$ cat src/rtl/elevator_scheduler.sv
// ---------------------------------------------------------------------------
// elevator_scheduler
//   Central car controller for a single elevator. It runs a SCAN (collective)
//   policy: it moves the car, opens and closes the door, and sends one-cycle
//   clear pulses back to the per-floor hall request blocks.
//
// Optional build macro: ELEV_ESTOP_EN (adds estop input, estop_active output
//   and the freeze logic; undefined by default).
//
// Ports:
//   clk           in   system clock, rising edge
//   rst           in   asynchronous active-low reset
//   up_req        in   [NUM_FLOORS] level hall-up requests
//   dn_req        in   [NUM_FLOORS] level hall-down requests
//   car_req       in   [NUM_FLOORS] car-panel button pulses (latched here)
//   estop         in   (ELEV_ESTOP_EN only) emergency stop, active high
//   estop_active  out  (ELEV_ESTOP_EN only) estop delayed one cycle
//   current_floor out  [FLOOR_W] floor the car is at / last passed
//   dir_up        out  1 = travelling/serving up
//   moving        out  car in motion
//   door_open     out  door open
//   clr_up        out  [NUM_FLOORS] one-cycle hall-up served pulses
//   clr_dn        out  [NUM_FLOORS] one-cycle hall-down served pulses
//   car_pend      out  [NUM_FLOORS] latched car requests not yet served
// ---------------------------------------------------------------------------
module elevator_scheduler #(
    parameter int unsigned NUM_FLOORS    = 8,
    parameter int unsigned FLOOR_W       = 3,
    parameter int unsigned TRAVEL_CYCLES = 16,
    parameter int unsigned DOOR_CYCLES   = 32
) (
    input  logic                  clk,
    input  logic                  rst,
    input  logic [NUM_FLOORS-1:0] up_req,
    input  logic [NUM_FLOORS-1:0] dn_req,
    input  logic [NUM_FLOORS-1:0] car_req,
`ifdef ELEV_ESTOP_EN
    input  logic                  estop,
    output logic                  estop_active,
`endif
    output logic [FLOOR_W-1:0]    current_floor,
    output logic                  dir_up,
    output logic                  moving,
    output logic                  door_open,
    output logic [NUM_FLOORS-1:0] clr_up,
    output logic [NUM_FLOORS-1:0] clr_dn,
    output logic [NUM_FLOORS-1:0] car_pend
);

    localparam int unsigned MAX_CYC = (TRAVEL_CYCLES > DOOR_CYCLES) ? TRAVEL_CYCLES : DOOR_CYCLES;
    localparam int unsigned TIMER_W = $clog2(MAX_CYC + 1);
    localparam logic [TIMER_W-1:0] TRAVEL_LOAD = TIMER_W'(TRAVEL_CYCLES - 1);
    localparam logic [TIMER_W-1:0] DOOR_LOAD   = TIMER_W'(DOOR_CYCLES - 1);
    localparam logic [FLOOR_W-1:0] TOP_FLOOR   = FLOOR_W'(NUM_FLOORS - 1);

    typedef enum logic [1:0] {IDLE, MOVE, DOOR} state_t;

    state_t                  state_q, state_d;
    logic [TIMER_W-1:0]      timer_q, timer_d;
    logic [FLOOR_W-1:0]      floor_q, floor_d;
    logic                    dir_q, dir_d;
    logic                    moving_q, moving_d;
    logic                    door_q, door_d;
    logic [NUM_FLOORS-1:0]   clr_up_q, clr_up_d;
    logic [NUM_FLOORS-1:0]   clr_dn_q, clr_dn_d;
    logic [NUM_FLOORS-1:0]   car_pend_q, car_pend_d;

    logic [NUM_FLOORS-1:0]   pend, oh_cur, oh_nf, oh_sf;
    logic [FLOOR_W-1:0]      nf, serve_floor;
    logic                    above, below, at_end, pend_nf, ahead_nf, stop_nf;
    logic                    hold_up, hold_dn, hold_car;
    logic                    serve, freeze;

    function automatic logic [NUM_FLOORS-1:0] onehot(input logic [FLOOR_W-1:0] f);
        return NUM_FLOORS'(1) << f;
    endfunction

    // Floors strictly ahead of f in the given direction.
    function automatic logic [NUM_FLOORS-1:0] mask_ahead(input logic [FLOOR_W-1:0] f,
                                                         input logic up);
        logic [NUM_FLOORS-1:0] ones;
        ones = '1;
        if (up) return ones << ({1'b0, f} + (FLOOR_W+1)'(1));
        else    return ~(ones << f);
    endfunction

`ifdef ELEV_ESTOP_EN
    assign freeze = estop;
`else
    assign freeze = 1'b0;
`endif

    always_comb begin
        pend   = up_req | dn_req | car_pend_q;
        oh_cur = onehot(floor_q);
        above  = |(pend & mask_ahead(floor_q, 1'b1));
        below  = |(pend & mask_ahead(floor_q, 1'b0));
        // At an end floor the step is suppressed so the stop evaluation sees
        // the same floor with nothing ahead, which forces a stop (or idle).
        at_end = dir_q ? (floor_q == TOP_FLOOR) : (floor_q == '0);
        if (at_end)     nf = floor_q;
        else if (dir_q) nf = floor_q + FLOOR_W'(1);
        else            nf = floor_q - FLOOR_W'(1);
        oh_nf    = onehot(nf);
        pend_nf  = |(pend & oh_nf);
        ahead_nf = |(pend & mask_ahead(nf, dir_q));
        stop_nf  = (|(car_pend_q & oh_nf))
                 | (dir_q ? (|(up_req & oh_nf)) : (|(dn_req & oh_nf)))
                 | (pend_nf & ~ahead_nf);
        // A hall request still visible while its clear pulse is out is the
        // one just served; the floor block drops it a cycle later.
        hold_up  = dir_q  & (|(up_req & oh_cur & ~clr_up_q));
        hold_dn  = ~dir_q & (|(dn_req & oh_cur & ~clr_dn_q));
        hold_car = |(car_req & oh_cur);
    end

    always_comb begin
        state_d     = state_q;
        timer_d     = timer_q;
        floor_d     = floor_q;
        dir_d       = dir_q;
        moving_d    = moving_q;
        door_d      = door_q;
        clr_up_d    = '0;
        clr_dn_d    = '0;
        car_pend_d  = car_pend_q | car_req;
        serve       = 1'b0;
        serve_floor = floor_q;
        oh_sf       = '0;

        case (state_q)
            IDLE: begin
                if (!freeze) begin
                    if (|(pend & oh_cur)) begin
                        serve = 1'b1;
                    end else if (above && (dir_q || !below)) begin
                        dir_d    = 1'b1;
                        moving_d = 1'b1;
                        timer_d  = TRAVEL_LOAD;
                        state_d  = MOVE;
                    end else if (below) begin
                        dir_d    = 1'b0;
                        moving_d = 1'b1;
                        timer_d  = TRAVEL_LOAD;
                        state_d  = MOVE;
                    end
                end
            end
            MOVE: begin
                if (!freeze) begin
                    if (timer_q != '0) begin
                        timer_d = timer_q - TIMER_W'(1);
                    end else begin
                        floor_d = nf;
                        if (stop_nf) begin
                            serve       = 1'b1;
                            serve_floor = nf;
                        end else if (!ahead_nf && !pend_nf) begin
                            // Requests withdrawn under way: nothing left to reach.
                            moving_d = 1'b0;
                            state_d  = IDLE;
                        end else begin
                            timer_d = TRAVEL_LOAD;
                        end
                    end
                end
            end
            DOOR: begin
                car_pend_d = car_pend_d & ~oh_cur;
                if (!freeze) begin
                    if (hold_up || hold_dn || hold_car) begin
                        timer_d = DOOR_LOAD;
                        if (hold_up) clr_up_d = oh_cur;
                        if (hold_dn) clr_dn_d = oh_cur;
                    end else if (timer_q == '0) begin
                        door_d  = 1'b0;
                        state_d = IDLE;
                    end else begin
                        timer_d = timer_q - TIMER_W'(1);
                    end
                end
            end
            default: state_d = IDLE;
        endcase

        // Door entry: shared by arrival in MOVE and by a request at the idle floor.
        if (serve) begin
            oh_sf      = onehot(serve_floor);
            state_d    = DOOR;
            door_d     = 1'b1;
            moving_d   = 1'b0;
            timer_d    = DOOR_LOAD;
            car_pend_d = (car_pend_q & ~oh_sf) | car_req;
            if (dir_q) clr_up_d = up_req & oh_sf;
            else       clr_dn_d = dn_req & oh_sf;
            if (!(|(pend & mask_ahead(serve_floor, dir_q)))) begin
                dir_d = ~dir_q;
                if (dir_q) clr_dn_d = dn_req & oh_sf;
                else       clr_up_d = up_req & oh_sf;
            end
        end
    end

    always_ff @(posedge clk or negedge rst) begin
        if (!rst) begin
            state_q    <= IDLE;
            timer_q    <= '0;
            floor_q    <= '0;
            dir_q      <= 1'b1;
            moving_q   <= 1'b0;
            door_q     <= 1'b0;
            clr_up_q   <= '0;
            clr_dn_q   <= '0;
            car_pend_q <= '0;
        end else begin
            state_q    <= state_d;
            timer_q    <= timer_d;
            floor_q    <= floor_d;
            dir_q      <= dir_d;
            moving_q   <= moving_d;
            door_q     <= door_d;
            clr_up_q   <= clr_up_d;
            clr_dn_q   <= clr_dn_d;
            car_pend_q <= car_pend_d;
        end
    end

`ifdef ELEV_ESTOP_EN
    logic estop_q;
    always_ff @(posedge clk or negedge rst) begin
        if (!rst) estop_q <= 1'b0;
        else      estop_q <= estop;
    end
    assign estop_active = estop_q;
`endif

    assign current_floor = floor_q;
    assign dir_up        = dir_q;
    assign moving        = moving_q;
    assign door_open     = door_q;
    assign clr_up        = clr_up_q;
    assign clr_dn        = clr_dn_q;
    assign car_pend      = car_pend_q;

endmodule

$ cat config.mk
export PLATFORM = sky130hd
export DESIGN_NAME = elevator_scheduler
export DESIGN_NICKNAME = d
export VERILOG_FILES = /design/src/rtl/elevator_scheduler.sv
export SDC_FILE = /design/constraint.sdc
export NUM_CORES = 1
export LEC_CHECK = 0
export ABC_AREA = 1
export CORE_ASPECT_RATIO = 0.5
export CORE_UTILIZATION = 56
export CTS_CLUSTER_SIZE = 28
export DETAILED_ROUTE_END_ITERATION = 10
export GPL_ROUTABILITY_DRIVEN = 0
export HOLD_SLACK_MARGIN = 0.08
export PLACE_DENSITY = 0.82
export SLEW_MARGIN = 20
export SYNTH_ARGS = -nofsm -noshare
export SYNTH_HDL_FRONTEND = slang
export SYNTH_SLANG_ARGS = --single-unit
$ cat constraint.sdc
create_clock -name clk -period 5.3 [get_ports clk]
set_input_delay 1.06 -clock clk [delete_from_list [all_inputs] [get_ports clk]]
set_output_delay 1.06 -clock clk [all_outputs]
set_load 0.01 [all_outputs]
# == Word level (Yosys, flattened, before mapping) ==
# Cells that the tools add are included.
# classes
addsub,6
eq_ne,14
n_shift,9
mux,68
n_bitwise,37
reduce_logical,33
# op_table
cell,n
8-bit two-way mux,19
8-bit bitwise AND,18
8-bit OR reduction,12
8-bit inverter,7
6-bit two-way mux,9
8-bit bitwise OR,4
"1-bit by 3-bit left shift with 8-bit output, first input constant",3
"8-bit by 3-bit left shift with 8-bit output, first input constant",3
"8-bit by 4-bit left shift with 8-bit output, first input constant",3
1-bit two-way mux,22
2-bit two-way mux,9
"3-bit != test, second input constant",6
6-bit case mux with 3 select lines,1
"4-bit != test, second input constant",4
3-bit two-way mux,5
"3-bit by 1-bit adder with 4-bit output, second input constant",3
6-bit AND reduction,2
7-bit AND reduction,1
6-bit logical NOT,1
2-bit case mux with 3 select lines,1
6-bit nonzero test,1
"6-bit by 1-bit subtractor with 6-bit output, second input constant",1
1-bit case mux with 2 select lines,2
2-bit nonzero test,2
18 further kinds,28
# totals
reg_bits,38

# == Longest topological paths before layout ==
# Gate-level depths: netlist (run 1).
# depth
ltp_word,22
ltp_mapped,35
ltp_nobuf,35

# == Least setup slack after synthesis (run 1) ==
# Ideal clock, no wire load.
# synth_path
path_type,register to register
startpoint,"register floor_q[0], in the netlist current_floor[0]"
endpoint,"register dir_q, in the netlist dir_up"
setup_time_ns,0.076
t_arrival_ns,4.251
required_time_ns,5.224
setup_slack_ns,0.974
stages_incl_launch_ff,32
n_path_buf,1
synth_period_minus_slack_ns,4.326
cell_sequence,dfrtp_1 -> inv_1 -> fa_1 -> nand3_1 -> nand2_2 -> inv_1 -> ha_1 -> clkbuf_1 -> inv_1 -> nand2_1 -> o21ai_0 -> nor2_1 -> nand2_1 -> nand2_1 -> nand2_1 -> nand2_1 -> nand4_1 -> nand2_2 -> nand2_4 -> nand2_1 -> nand2_1 -> ha_1 -> ha_1 -> a21oi_1 -> a2111oi_0 -> o211ai_1 -> nand2_1 -> nand2_2 -> nand2_1 -> nand2_1 -> nand2_1 -> nand2_1
# synth_via
elab_chain_cells,22
# synth_lines
element,line_no,text
from (decl),60,"logic [FLOOR_W-1:0] floor_q, floor_d;"
from (signal assigned),218,floor_q <= floor_d;
"3-bit by 1-bit subtractor with 3-bit output, or another cell as far along",103,else nf = floor_q - FLOOR_W'(1);
3-bit two-way mux or 1-bit two-way mux (tied branches),"102, 100",
3-bit two-way mux *,101,if (at_end) nf = floor_q;
via nf[1],69,"logic [FLOOR_W-1:0] nf, serve_floor;"
3-bit by 1-bit adder with 4-bit output or 8-bit by 3-bit left shift with 8-bit output (tied branches),"83, 84",
8-bit by 4-bit left shift with 8-bit output or 8-bit inverter (tied branches),"83, 84",
8-bit two-way mux,83,"if (up) return ones << ({1'b0, f} + (FLOOR_W+1)'(1));"
8-bit bitwise AND,106,"ahead_nf = |(pend & mask_ahead(nf, dir_q));"
[8 not listed],-,
8-bit by 4-bit left shift with 8-bit output or 8-bit inverter (tied branches),"83, 84",
8-bit two-way mux,83,
8-bit two-way mux,187,if (serve) begin
8-bit bitwise AND,196,"if (!(|(pend & mask_ahead(serve_floor, dir_q)))) begin"
8-bit OR reduction,196,
1-bit two-way mux,196,
1-bit two-way mux *,187,
via dir_d,61,"logic dir_q, dir_d;"
to (signal assigned),219,dir_q <= dir_d;
to (decl),61,
# Mark *: on every way through the listed nets, which the timed path passes. The rest lies on a longest branch. The select of a mux whose other input is x is not followed.
# A chain may end at the register's enable or synchronous reset.

# == Final worst setup path (run 1) ==
# layout_path
startpoint,"register floor_q[0], in the netlist current_floor[0]"
endpoint,"register clr_dn_q[5], in the netlist clr_dn[5]"
# layout_via
elab_chain_cells,22
# layout_lines
element,line_no,text
"3-bit by 1-bit subtractor with 3-bit output, or another cell as far along",103,
3-bit two-way mux or 1-bit two-way mux (tied branches),"102, 100",
3-bit two-way mux *,101,
via nf[1],69,
3-bit by 1-bit adder with 4-bit output or 8-bit by 3-bit left shift with 8-bit output (tied branches),"83, 84",
8-bit by 4-bit left shift with 8-bit output or 8-bit inverter (tied branches),"83, 84",
8-bit two-way mux,83,
8-bit bitwise AND,106,
[8 not listed],-,
8-bit by 4-bit left shift with 8-bit output or 8-bit inverter (tied branches),"83, 84",
8-bit two-way mux,83,
8-bit two-way mux,187,
8-bit bitwise AND,196,
8-bit OR reduction,196,
8-bit two-way mux,196,
8-bit two-way mux *,187,
via clr_dn_d[5],65,"logic [NUM_FLOORS-1:0] clr_dn_q, clr_dn_d;"
to (signal assigned),223,clr_dn_q <= clr_dn_d;
to (decl),65,
# Marked as above.

==> qor.log, run 1 <==
[setup_path] Critical Path End Type flip-flop
[routing] via count 4435
[place] port buffer count 55
[synthesis] yosys warns 0
[place] cell area reported after detailed placement 4430 sq um
[clock_network] clock-pin transition on the worst setup and hold timing paths 60 ps
[routing] Pre-antenna DRT Iters 6
[floorplanning] Chip Height 60.3 um
[setup_path] cell with the largest stage delay on the worst path dfrtp_1
[sta] Final Hold Fails 0
[layout] Inserted Diodes 0
[floorplanning] area inside the core boundary 6310 sq um
[synthesis] area of the mapped netlist 3810 sq um
[sta] total of endpoints with negative setup slack in the final report 0
[global_route] via count of the first global-routing pass 3866
[clock_network] CTS Buf Count 5
[synthesis] cell count after synthesis 573
[setup_path] type of the worst setup path reg -> reg
[routing] Final ANT Viol Nets 0
[routing] residual DRC count 0
[setup_path] CP max FO 10
[clock_network] Root Driver clkbuf_16
[layout] area growth from synthesis to layout 21.7%
[layout] fraction of final layout cells with drive strength greater than 1 8.53%
[sta] Tightest Pin Transition 925 ps
[synthesis] top cells by area, synth dfrtp_1 (24%), nand2_1 (17%), ha_1 (9.9%)
[routing] post-DR vias/cell 6.15
[clock_network] buffers inserted by post-CTS timing repair 0
[sta] highest clock frequency the design can meet 202 MHz
[routing] per-cell routed wire length 18.5 um
[global_route] Total GRT Usage 38.3%
[setup_path] delay contributed by the slowest stage of the critical path 380 ps
[floorplanning] die area 7150 sq um
[global_route] maximum number of pins on one net before global-route repair 39
[routing] drt total wl 13.3 mm
[sta] post-route setup slack 358 ps
[global_route] initial antenna violation count 0
[global_route] first-pass GRT wire length 20.6 mm
[sta] Tcrit/Tclk final 93.2%
[floorplanning] Site Rows 20
[sta] setup repair after global routing missed its margin false
[power] worst vdd ir 288 uV
[layout] top library cells by usage in the layout, fill and taps aside nand2_1 (169), inv_1 (79), clkdlybuf4s50_1 (54), nand3_1 (48), nor2_1 (47)
[layout] area of all placed cells without fillers 4630 sq um
[synthesis] number of distinct library cell variants in the gate-level netlist after synthesis 47
[power] leakage power of the design 2.29 nW
[run_status] outcome finished clean
[synthesis] register bit count reported by yosys 38
[sta] setup TNS after final layout 0 ps
[sta] final critical-path required period 4940 ps
[worst_hold_path] worst min path class reg -> reg
[setup_path] kind of start point of the critical path flip-flop
[job] max-capacitance violation count 0
[clock_network] number of sinks driven by the clock tree 38
[layout] most common cell after layout, fill and taps aside nand2_1
[floorplanning] Die X 119 um
[sta] worst relative slew slack 38.3%
[clock_network] H-Tree Level Count 2
[setup_path] Crit path required time 5520 ps
[clock_network] clock tree from TritonCTS done
[synthesis] Synthesized Nets 630
[synthesis] sequential cell area fraction in the yosys report 25.0%
[setup_path] Most common cell on crit path nand2_1
[floorplanning] Top-Level Pins 56
[floorplanning] starting utilization of the core area 60.4%
[routing] Iteration-0 DRC Markers 711
[global_route] overflow left after global routing 0
[layout] Total Nets Final 689
[layout] number of standard cells in the layout, taps in and fillers out 721
[synthesis] Avg Inst Size Synth 6.64 sq um
[synthesis] proportion of netlist area held by the largest area contributor 24.3%
[sta] pins over their slew limit 0
[power] power density relative to cell area 422 nW/um^2
[place] Post-Place Cells 713
[clock_network] deepest clock path buffer count 2
[setup_path] setup slack of the most critical reg-to-reg path 360 ps
[setup_path] CP Data Arrival Time 5160 ps
[synthesis] cell type with the largest total area after synthesis dfrtp_1
[sta] Setup Skew 10.3 ps
[place] Detailed Place HPWL 9.90 mm
[clock_network] clk_lat worst skew 290 ps
[layout] fin util 73.5%
[place] worst-case setup slack after placement 439 ps
[worst paths after layout]
path,from,to,cells after the start
worst min register to register,moving,moving,2
min in group asynchronous,rst,car_pend[7],1
worst min-delay path,moving,moving,2
max in group asynchronous,rst,current_floor[1],1
worst max register to register,current_floor[0],clr_dn[5],32
worst max-delay path,current_floor[0],clr_dn[5],32
[Yosys cell counts (all sizes together)]
| master | instances |
|---|---|
| o2111a | 1 |
| nand3 | 52 |
| xor2 | 1 |
| ha | 30 |
| o21bai | 1 |
| dfstp | 1 |
| dfrtp | 37 |
| a21oi | 10 |
| a22oi | 2 |
| inv | 83 |
| o32ai | 1 |
| nor3 | 29 |
| a31oi | 1 |
| a221oi | 2 |
| clkbuf | 3 |
| o211ai | 1 |
| nand3b | 1 |
| buf | 11 |
| a32oi | 1 |
| nand4 | 16 |
| xnor2 | 2 |
| o31ai | 1 |
| fa | 1 |
| o21ai | 33 |
| nor4 | 4 |
| a211oi | 4 |
| a2111oi | 2 |
| o22ai | 6 |
| nor2 | 51 |
| nand2 | 178 |
| o221ai | 2 |
| a21boi | 1 |
| a22o | 2 |
| o2111ai | 2 |
[critical path, delay by kind of cell (launching register included)]
family | cells | cell delay [ps]
buffers and inverters | 3 | 380
and+or+nand+nor | 20 | 1930
adders and majority gates | 5 | 1520
DFF | 1 | 380
AOI/OAI and AO/OA | 4 | 640
[final cells by class]
type / count / area [sq um]
repair buffers: 66 / 628
multi-input cells: 438 / 2430
flip-flops and latches: 38 / 953
well taps: 88 / 110
inverters: 83 / 317
clock buffers: 5 / 125
fillers: 529 / 1670
clock inverters: 3 / 68.8
[flip-flops by register name, summed over array words and instances (netlist names)]
| register | flops |
|---|---|
| car_pend | 8 |
| clr_up | 8 |
| state_q | 2 |
| current_floor | 3 |
| clr_dn | 8 |
| moving | 1 |
| timer_q | 6 |
| door_open | 1 |
| dir_up | 1 |
[per-layer routing]
| metal | share of wire, % | wire length [um] | GRT usage (%) | vias up |
|---|---|---|---|---|
| met5 | 0 | 0 | 0 | - |
| met4 | 3.4 | 456 | 13.7 | 0 |
| met3 | 15 | 2000 | 12.7 | 63 |
| met2 | 41 | 5430 | 58.6 | 347 |
| met1 | 41 | 5430 | 51.3 | 2014 |
| li1 | - | - | - | 2011 |
[cells by family (layout without fill, tap and decap cells)]
kind of cell,count (synthesis),count (layout),synth area share (%)
xor+xnor,3,3,0.690
compound gates,73,73,11.9
buf+inv,97,157,11.2
flops,38,38,25.0
fa+ha+maj,31,31,10.4
simple gates,331,331,40.7
[per-stage QoR]
step           hold WS, ps  power, mW
2_1_floorplan          475       1.26
4_1_cts                493       1.91
5_1_grt                524       2.08
3_5_place_dp           478       1.51
3_3_place_gp           456       1.49
6_report               490       1.95
[timing repair]
action / 4_1_cts / 5_1_grt
gates resized for setup: 0 / 2
hold buffers: 0 / 0
endpoints found under the setup margin: 0 / 9
[where the power goes]
part	internal [mW]	switching [mW]	leakage (nW)	total, mW
Combinational	0.378	0.764	1.74	1.14
Clock	0.271	0.135	0.0940	0.406
Sequential	0.345	0.0616	0.461	0.406
Power figures use the tool's default switching activity.
==> run 2: changes to the inputs <==
Settings changed: CTS_CLUSTER_SIZE 28 to 25, GPL_ROUTABILITY_DRIVEN 0 to not set.
==> run 2 against run 1 <==
Against the previous run:
- cell area down 0.22%
- via count is 2.3% lower
- clock skew rose by 1.6 ps
- first-iteration DRC count fell by 19%
- sequential share of layout area about the same
- global-route usage is 1.8 points higher
- critical path depth did not move
- non-clock buffer count rose by 3
- largest cell class unchanged
- largest power group unchanged
==> qor.log, run 2 (same netlist as run 1, synthesis figures left out) <==
[routing] residual DRC count 0 [unchanged]
[routing] post-DR vias/cell 5.98 [was 6.15]
[worst_hold_path] worst min path class reg -> reg [unchanged]
[setup_path] CP max FO 10 [unchanged]
[global_route] initial antenna violation count 0 [unchanged]
[setup_path] Crit path required time 5530 ps [was 5520 ps]
[power] power density relative to cell area 406 nW/um^2 [was 422 nW/um^2]
[sta] final critical-path required period 4880 ps [was 4940 ps]
[setup_path] type of the worst setup path reg -> reg [unchanged]
[floorplanning] die area 7150 sq um [unchanged]
[setup_path] Critical Path End Type flip-flop [unchanged]
[global_route] Total GRT Usage 40.0% [was 38.3%]
[sta] highest clock frequency the design can meet 205 MHz [was 202 MHz]
[setup_path] kind of start point of the critical path flip-flop [unchanged]
[global_route] first-pass GRT wire length 20.9 mm [was 20.6 mm]
[global_route] overflow left after global routing 0 [unchanged]
[clock_network] CTS Buf Count 5 [unchanged]
[sta] post-route setup slack 420 ps [was 358 ps]
[clock_network] deepest clock path buffer count 2 [unchanged]
[routing] Iteration-0 DRC Markers 576 [was 711]
[routing] drt total wl 13.9 mm [was 13.3 mm]
[place] worst-case setup slack after placement 248 ps [was 439 ps]
[floorplanning] Site Rows 20 [unchanged]
[sta] Tightest Pin Transition 898 ps [was 925 ps]
[sta] setup TNS after final layout 0 ps [unchanged]
[floorplanning] area inside the core boundary 6310 sq um [unchanged]
[sta] worst relative slew slack 40.1% [was 38.3%]
[power] worst vdd ir 379 uV [was 288 uV]
[clock_network] buffers inserted by post-CTS timing repair 0 [unchanged]
[clock_network] number of sinks driven by the clock tree 38 [unchanged]
[sta] Setup Skew 11.9 ps [was 10.3 ps]
[sta] total of endpoints with negative setup slack in the final report 0 [unchanged]
[power] leakage power of the design 2.28 nW [was 2.29 nW]
[place] weighted congestion reported at the end of routability-driven placement 1.01
[sta] pins over their slew limit 0 [unchanged]
[layout] most common cell after layout, fill and taps aside nand2_1 [unchanged]
[floorplanning] Chip Height 60.3 um [unchanged]
[sta] Tcrit/Tclk final 92.1% [was 93.2%]
[routing] per-cell routed wire length 19.3 um [was 18.5 um]
[global_route] via count of the first global-routing pass 3826 [was 3866]
[routing] via count 4332 [was 4435]
[clock_network] clk_lat worst skew 290 ps [about the same]
[setup_path] cell with the largest stage delay on the worst path dfrtp_1 [unchanged]
[setup_path] delay contributed by the slowest stage of the critical path 400 ps [was 380 ps]
[place] port buffer count 55 [unchanged]
[clock_network] clock tree from TritonCTS done [unchanged]
[run_status] outcome finished clean [unchanged]
[floorplanning] starting utilization of the core area 60.4% [unchanged]
[clock_network] H-Tree Level Count 2 [unchanged]
[setup_path] Most common cell on crit path nand2_1 [unchanged]
[layout] Total Nets Final 692 [was 689]
[clock_network] Root Driver clkbuf_16 [unchanged]
[routing] Pre-antenna DRT Iters 7 [was 6]
[layout] top library cells by usage in the layout, fill and taps aside nand2_1 (169), inv_1 (79), clkdlybuf4s50_1 (54), nand3_1 (48), nor2_1 (47) [unchanged]
[routing] Final ANT Viol Nets 0 [unchanged]
[setup_path] CP Data Arrival Time 5110 ps [was 5160 ps]
[floorplanning] Die X 119 um [unchanged]
[sta] setup repair after global routing missed its margin false [unchanged]
[place] Detailed Place HPWL 10.8 mm [was 9.90 mm]
[layout] area growth from synthesis to layout 21.4% [was 21.7%]
[sta] Final Hold Fails 0 [unchanged]
[global_route] maximum number of pins on one net before global-route repair 39 [unchanged]
[layout] fraction of final layout cells with drive strength greater than 1 9.28% [was 8.53%]
[layout] Inserted Diodes 0 [unchanged]
[floorplanning] Top-Level Pins 56 [unchanged]
[job] max-capacitance violation count 0 [unchanged]
[clock_network] clock-pin transition on the worst setup and hold timing paths 70 ps [was 60 ps]
-- run 2: worst paths after layout --
kind / start / end / slack [ps] / depth (start not counted)
worst min register to register: moving / moving / 480 / 2
worst min-delay path: moving / moving / 480 / 2
worst max register to register: current_floor[0] / clr_dn[1] / 420 / 32
worst max-delay path: current_floor[0] / clr_dn[1] / 420 / 32
max in group asynchronous: rst / current_floor[1] / 3790 / 1
min in group asynchronous: rst / timer_q[5] / 900 / 1
-- run 2: critical path, delay by kind of cell (launching register included) --
kind	cells	cell delay, ps
flip-flops	1	400
AO/OA/AOI/OAI	4	640
AND/OR/NAND/NOR	20	1970
buffers and inverters	3	430
adder cells (fa/ha/maj)	5	1380
-- run 2: per-stage QoR --
stage                     cell area (sq um)  total power [mW]  hold slack [ps]  std cells  util, %
after floorplan                        3810              1.26              475        573        -
after global placement                 4460              1.50              455        716     70.7
after detailed placement               4460              1.51              459        716     70.7
after CTS                              4600              1.82              487        724     72.9
after global routing                   4620              2.01              556        724     73.3
final                                  4620              1.87              483        724     73.3
-- run 2: repair_timing --
action,CTS,global route
hold buffers,0,0
hold endpoints to repair,0,0
gates resized for setup,0,7
endpoints found under the setup margin,0,9
-- run 2: metal layers --
metal  vias up  track usage (%)  share of wire, %  wire length [um]
met1      1975             53.8                43              6000
met3        52             15.9                14              1910
met5         -                0                 0                 0
met4         0             10.8               2.5               352
met2       287             60.5                41              5680
li1       2018                -                 -                 -
-- run 2: layout make-up --
type                    count  area [sq um]
clock inverters             2          13.8
repair buffers             69           651
well taps                  88           110
clock buffers               6           129
flip-flops and latches     38           953
inverters                  83           317
multi-input cells         438          2450
fillers                   544          1680
-- run 2: power breakdown --
group          switching [mW]  leakage (nW)  internal, mW
sequential             0.0657         0.461         0.345
combinational           0.773          1.75         0.387
clock                   0.130        0.0708         0.175
total                   0.968          2.28         0.907
